==> src/rtl/coin_acceptor_pkg.sv <==
`default_nettype none
// ============================================================================
//  Module      : coin_acceptor_pkg
//  Description : Shared definitions for the vending-machine money path:
//                datapath widths, coin values and acceptor state encoding.
//  Revision    : 1.0 - initial release
// ============================================================================
package coin_acceptor_pkg;

  localparam int kTotalBits = 31;
  localparam int kNumCoins  = 3;

  // Coin denominations, also used by coin_dispenser
  localparam int unsigned kCoinValue0 = 100;
  localparam int unsigned kCoinValue1 = 500;
  localparam int unsigned kCoinValue2 = 1000;

  // Acceptor session states
  typedef enum logic [1:0] {
    IDLE   = 2'd0,
    ACTIVE = 2'd1,
    RETURN = 2'd2
  } state_t;

  // Value of coin type k; unknown types are worth nothing
  function automatic int unsigned coin_value(input int k);
    case (k)
      0:       return kCoinValue0;
      1:       return kCoinValue1;
      2:       return kCoinValue2;
      default: return 0;
    endcase
  endfunction

endpackage
`default_nettype wire

==> src/rtl/coin_acceptor_coin_value_sum.sv <==
`default_nettype none
// ============================================================================
//  Module      : coin_value_sum
//  Description : Combinational adder turning a one-bit-per-type coin vector
//                into its total value. One bit wider than the datapath so a
//                full coin vector can never wrap.
//  Revision    : 1.0 - initial release
// ============================================================================
module coin_value_sum
  import coin_acceptor_pkg::*;
#(
  parameter int TOTAL_BITS = kTotalBits,
  parameter int NUM_COINS  = kNumCoins
) (
  input  logic [NUM_COINS-1:0]  coins,
  output logic [TOTAL_BITS:0]   sum
);

  localparam int SumW = TOTAL_BITS + 1;

  // Add the value of every coin type present this cycle
  always_comb begin
    sum = '0;
    for (int k = 0; k < NUM_COINS; k++) begin
      if (coins[k]) begin
        sum = sum + SumW'(coin_value(k));
      end
    end
  end

endmodule
`default_nettype wire

==> src/rtl/coin_acceptor.sv <==
`default_nettype none
// ============================================================================
//  Module      : coin_acceptor
//  Description : Accepts coins, tracks the customer balance, serves purchase
//                deductions and hands the balance to coin_dispenser on a
//                return request or inactivity timeout. All outputs registered.
//  Revision    : 1.0 - initial release
// ============================================================================
module coin_acceptor
  import coin_acceptor_pkg::*;
#(
  parameter int TOTAL_BITS  = kTotalBits,
  parameter int NUM_COINS   = kNumCoins,
  parameter int MAX_BALANCE = 10000,
  parameter int WAIT_TIME   = 100
) (
  input  logic                             clk,
  input  logic                             reset,
  input  logic [NUM_COINS-1:0]             i_input_coin,
  input  logic                             i_deduct_valid,
  input  logic [TOTAL_BITS-1:0]            i_deduct_amount,
  input  logic                             i_trigger_return,
  output logic [TOTAL_BITS-1:0]            o_balance,
  output logic                             o_trigger_return,
  output logic                             o_accept,
  output logic [NUM_COINS-1:0]             o_reject_coin,
  output logic                             o_deduct_ack,
  output logic                             o_deduct_nack,
  output logic [$clog2(WAIT_TIME+1)-1:0]   o_wait_time
);

  localparam int WaitW = $clog2(WAIT_TIME + 1);
  localparam int ExtW  = TOTAL_BITS + 2;
  localparam logic [ExtW-1:0]  MaxBalExt  = ExtW'(MAX_BALANCE);
  localparam logic [WaitW-1:0] WaitReload = WaitW'(WAIT_TIME);

  state_t                 state, state_next;
  logic [TOTAL_BITS:0]    coin_sum;
  logic [TOTAL_BITS-1:0]  balance_next;
  logic [WaitW-1:0]       wait_next;
  logic                   trig_next, accept_next, ack_next, nack_next;
  logic [NUM_COINS-1:0]   reject_next;
  logic [ExtW-1:0]        bal_ext, sum_ext;
  logic                   coins_ok, deduct_ok;

  coin_value_sum #(
    .TOTAL_BITS (TOTAL_BITS),
    .NUM_COINS  (NUM_COINS)
  ) u_coin_value_sum (
    .coins (i_input_coin),
    .sum   (coin_sum)
  );

  // Next-state, next-balance, timer and response pulse computation
  always_comb begin
    state_next   = state;
    balance_next = o_balance;
    wait_next    = o_wait_time;
    trig_next    = 1'b0;
    accept_next  = 1'b0;
    reject_next  = '0;
    ack_next     = 1'b0;
    nack_next    = 1'b0;
    bal_ext      = ExtW'(o_balance);
    sum_ext      = ExtW'(coin_sum);
    // Coin check uses the balance before any deduction of the same cycle
    coins_ok     = (|i_input_coin) && ((bal_ext + sum_ext) <= MaxBalExt);
    deduct_ok    = i_deduct_valid && (i_deduct_amount <= o_balance);

    case (state)
      RETURN: begin
        // Hand-off cycle: dispenser latches o_balance now, session closes
        state_next   = IDLE;
        balance_next = '0;
        wait_next    = '0;
        reject_next  = i_input_coin;
        nack_next    = i_deduct_valid;
      end

      default: begin
        if (i_trigger_return && (o_balance != '0)) begin
          state_next  = RETURN;
          trig_next   = 1'b1;
          wait_next   = '0;
          reject_next = i_input_coin;
          nack_next   = i_deduct_valid;
        end else begin
          accept_next  = coins_ok;
          reject_next  = ((|i_input_coin) && !coins_ok) ? i_input_coin : '0;
          ack_next     = deduct_ok;
          nack_next    = i_deduct_valid && !deduct_ok;
          balance_next = TOTAL_BITS'(bal_ext
                                     + (coins_ok  ? sum_ext : '0)
                                     - (deduct_ok ? ExtW'(i_deduct_amount) : '0));
          if (coins_ok || deduct_ok) begin
            // Activity beats a timer that would expire this cycle
            if (balance_next == '0) begin
              state_next = IDLE;
              wait_next  = '0;
            end else begin
              state_next = ACTIVE;
              wait_next  = WaitReload;
            end
          end else if (state == ACTIVE) begin
            if (o_wait_time == WaitW'(1)) begin
              state_next = RETURN;
              trig_next  = 1'b1;
              wait_next  = '0;
            end else if (o_wait_time != '0) begin
              wait_next = o_wait_time - WaitW'(1);
            end
          end else begin
            wait_next = '0;
          end
        end
      end
    endcase
  end

  // State and output registers; reset discards any held balance
  always_ff @(posedge clk) begin
    if (reset) begin
      state            <= IDLE;
      o_balance        <= '0;
      o_wait_time      <= '0;
      o_trigger_return <= 1'b0;
      o_accept         <= 1'b0;
      o_reject_coin    <= '0;
      o_deduct_ack     <= 1'b0;
      o_deduct_nack    <= 1'b0;
    end else begin
      state            <= state_next;
      o_balance        <= balance_next;
      o_wait_time      <= wait_next;
      o_trigger_return <= trig_next;
      o_accept         <= accept_next;
      o_reject_coin    <= reject_next;
      o_deduct_ack     <= ack_next;
      o_deduct_nack    <= nack_next;
    end
  end

endmodule
`default_nettype wire

==> config.mk <==
export PLATFORM = sky130hd
export DESIGN_NAME = coin_acceptor
export DESIGN_NICKNAME = d
export VERILOG_FILES = /design/src/rtl/coin_acceptor_pkg.sv /design/src/rtl/coin_acceptor_coin_value_sum.sv /design/src/rtl/coin_acceptor.sv
export SDC_FILE = /design/constraint.sdc
export NUM_CORES = 1
export LEC_CHECK = 0
export ABC_AREA = 1
export BUFFER_PORTS_ARGS = -buffer_cell sky130_fd_sc_hd__buf_2
export CAP_MARGIN = 30
export CORE_MARGIN = 5
export CORE_UTILIZATION = 55
export DETAILED_ROUTE_END_ITERATION = 10
export PLACE_DENSITY_LB_ADDON = 0.08
export SLEW_MARGIN = 20
export SYNTH_ARGS = -nofsm -noshare
export SYNTH_HDL_FRONTEND = slang
export SYNTH_HIERARCHICAL = 1
export SYNTH_SLANG_ARGS = --single-unit
==> constraint.sdc <==
create_clock -name clk -period 12.3 [get_ports clk]
set_input_delay 1.23 -clock clk [delete_from_list [all_inputs] [get_ports clk]]
set_output_delay 1.23 -clock clk [all_outputs]
set_load 0.01 [all_outputs]
==> results.sh <==
export IMPL_finalMaxSlewViolations=0
export IMPL_timing_rr_end="o_wait_time[6]"
export IMPL_hp_start="state[1]"
export IMPL_ant_nets=0
export IMPL_synth_area_per_cell_um2=5.852
export IMPL_cpMostUsedCell="nand2_1"
export IMPL_track_usage_pct=29.48
export IMPL_grt_antenna_before_repair=0
export IMPL_dieWidth_um=135.1
export IMPL_synth_edf_count=0
export IMPL_whs_endpoint="state[1]"
export IMPL_crit_slowest_cell="clkinv_1"
export IMPL_coreArea_mm2=0.01526
export IMPL_r2r_start="o_balance[1]"
export IMPL_cts_sinks=47
export IMPL_max_freq_mhz=131.6
export IMPL_dieArea_mm2=0.01824
export IMPL_cts_max_path_buffers=2
export IMPL_synthFlopType="dfxtp_1"
export IMPL_endpoint_kind="flop"
export IMPL_cts_root_buf="clkbuf_16"
export IMPL_critical_path_max_fanout=26
export IMPL_critPathMaxStageDelay_ns=0.53
export IMPL_reg2reg_depth=32
export IMPL_synth_area_mm2=0.008602
export IMPL_p_leak_nw=5.369
export IMPL_wire_per_inst_um=15.36
export IMPL_holdPathStages=2
export IMPL_wirelength_um=27020
export IMPL_worst_pin_slew_ns=0.6948
export IMPL_path_clk_slew_ns=0.07
export IMPL_dr_pass1_iters=5
export IMPL_hold_path_class="reg -> reg"
export IMPL_crit_family="simple AND/OR/NAND/NOR gates"
export IMPL_worstSkewPairLatency_ns=0.30
export IMPL_ctsHoldBuffers=0
export IMPL_final_common_cell="nand2_1"
export IMPL_relSlewSlack_pct=53.33
export IMPL_finalSetupTns_ns=0
export IMPL_synthCells=1470
export IMPL_cts_buffers=5
export IMPL_synth_cell_types=48
export IMPL_cp_num_buf_inv=6
export IMPL_crit_type="in -> reg"
export IMPL_clock_skew_ns=0.005964
export IMPL_status="finished clean"
export IMPL_hpwl_um=23600
export IMPL_rsz0062_at_grt="no"
export IMPL_rrSetupSlack_ns=5.83
export IMPL_grt_pass1_vias=8515
export IMPL_vias=9247
export IMPL_io_pin_count=83
export IMPL_ys_seq_elements=47
export IMPL_setup_viol=0
export IMPL_peakVddDrop_mv=0.1192
export IMPL_grt_max_degree=41
export IMPL_hold_viol=0
export IMPL_cts_tree="yes"
export IMPL_fin_util_pct=60.98
export IMPL_start_util_pct=56.38
export IMPL_post_cts_buffers=0
export IMPL_maxCapViolations=0
export IMPL_period_needed_ns=7.601
export IMPL_grt_ovfl_total=0
export IMPL_finalCritPeriodShare_pct=61.80
export IMPL_layout_common_cells="nand2_1 (405), inv_1 (314), nor2_1 (143)"
export IMPL_cts_resized=0
export IMPL_drt_iter0_markers=819
export IMPL_p_per_area_mw_per_mm2=214.6
export IMPL_ys_warn_count=6
export IMPL_gp_congestion=0.9718
export IMPL_grt_pass1_wl_um=42710
export IMPL_routed_via_density=5.257
export IMPL_synth_async_reset_ratio_pct=0
export IMPL_crit_required_ns=12.48
export IMPL_drc=0
export IMPL_rows=45
export IMPL_drive_above_1_share_pct=8.140
export IMPL_area_growth_syn_to_layout_pct=8.160
export IMPL_synth_yosys_seq_area_share_pct=10.94
export IMPL_n_antenna_cell=0
export IMPL_finalNetCount=1715
export IMPL_die_h_um=135.1
export IMPL_ctsHtreeMaxLevel=2
export IMPL_io_buffers=82
export IMPL_cp_start_kind="primary input"
export IMPL_arrival_ns=7.78
-- per-layer routing --
metal | up-vias | global-route usage [%] | wire length [um]
met2 | 300 | 49.36 | 12400
met1 | 4192 | 41.34 | 12450
met5 | - | 0 | 0
li1 | 4728 | - | -
met4 | 0 | 6.663 | 500
met3 | 27 | 2.571 | 1669
-- worst max-delay path by stage --
stage / from / endpoint / slack [ns] / cells after the start
after floorplan: i_input_coin[0] / state[0] / 5.78 / 41
after global placement: i_input_coin[0] / o_wait_time[6] / 4.65 / 41
after detailed placement: i_input_coin[0] / o_wait_time[6] / 4.53 / 41
after CTS: i_input_coin[0] / o_wait_time[6] / 4.80 / 41
after global routing: i_input_coin[0] / state[0] / 3.99 / 41
final: i_input_coin[0] / o_wait_time[6] / 4.70 / 41
-- tightest hold or removal path: cells and delay by family, from the launching register on --
kind / cells / cell delay (ns)
simple gates: 1 / 0.06
compound gates: 1 / 0.05
flops: 1 / 0.32
-- synth_stat cells (2+ instances only) --
cell type / count / area [um2]
a21boi_0: 2 / 15.01
a21o_1: 3 / 22.52
a21oi_1: 90 / 450.4
a31oi_1: 3 / 18.77
and2_1: 2 / 12.51
buf_1: 3 / 11.26
buf_2: 2 / 10.01
buf_4: 24 / 180.2
clkbuf_1: 9 / 33.78
dfxtp_1: 47 / 940.9
fa_1: 31 / 620.6
ha_1: 99 / 1239
inv_1: 314 / 1179
inv_2: 3 / 11.26
nand2_1: 405 / 1520
nand2_2: 9 / 56.30
nand2_4: 3 / 33.78
nand3_1: 76 / 380.4
nand3b_1: 8 / 60.06
nand4_1: 34 / 212.7
nor2_1: 144 / 540.5
nor2_2: 6 / 37.54
nor3_1: 17 / 85.08
nor3_2: 2 / 20.02
nor4_1: 6 / 37.54
o211ai_1: 20 / 150.1
o21a_1: 2 / 15.01
o21ai_0: 51 / 255.2
o21bai_1: 8 / 60.06
or2_2: 2 / 12.51
xnor2_1: 15 / 131.4
xor2_1: 14 / 122.6
-- per-stage QoR --
| step | setup WS [ns] | hold WS (ns) | area [um2] | power (mW) | cells |
|---|---|---|---|---|---|
| after global routing | 3.989 | 0.5056 | 9304 | 2.225 | 1759 |
| final | 4.699 | 0.4838 | 9304 | 1.997 | 1759 |
| after CTS | 4.801 | 0.4830 | 9304 | 1.954 | 1759 |
| after floorplan | 5.780 | 0.4543 | 8685 | 1.425 | 1492 |
| after detailed placement | 4.526 | 0.4707 | 9160 | 1.808 | 1751 |
| after global placement | 4.652 | 0.4714 | 9149 | 1.798 | 1750 |
-- area by class of cell --
type	count	area, um2
clock buffer	5	125.1
clock inverter	3	18.77
fill	1602	5954
inverter	318	1194
multi-input combinational	1089	6317
sequential	47	940.9
tap	211	264.0
timing repair buffer	86	444.2
-- report_power, final --
part           total [mW]  internal (mW)  switching [mW]
registers           0.246          0.187          0.0590
clock network       0.139         0.0755          0.0639
logic                1.61          0.560            1.05
total                2.00          0.823            1.17
-- cell families after synthesis --
logic type,share of synthesized area (%)
flops,10.94
fa+ha+maj,21.61
compound gates,12.28
xor+xnor,2.953
buf+inv,16.61
simple gates,35.56
other cells,0.04359
-- flip-flops by register name (all words and copies together), names as in the netlist --
register,count
o_accept,1
o_balance,31
o_deduct_ack,1
o_deduct_nack,1
o_reject_coin,3
o_trigger_return,1
o_wait_time,7
state,2
(Power assumes the default switching activity.)
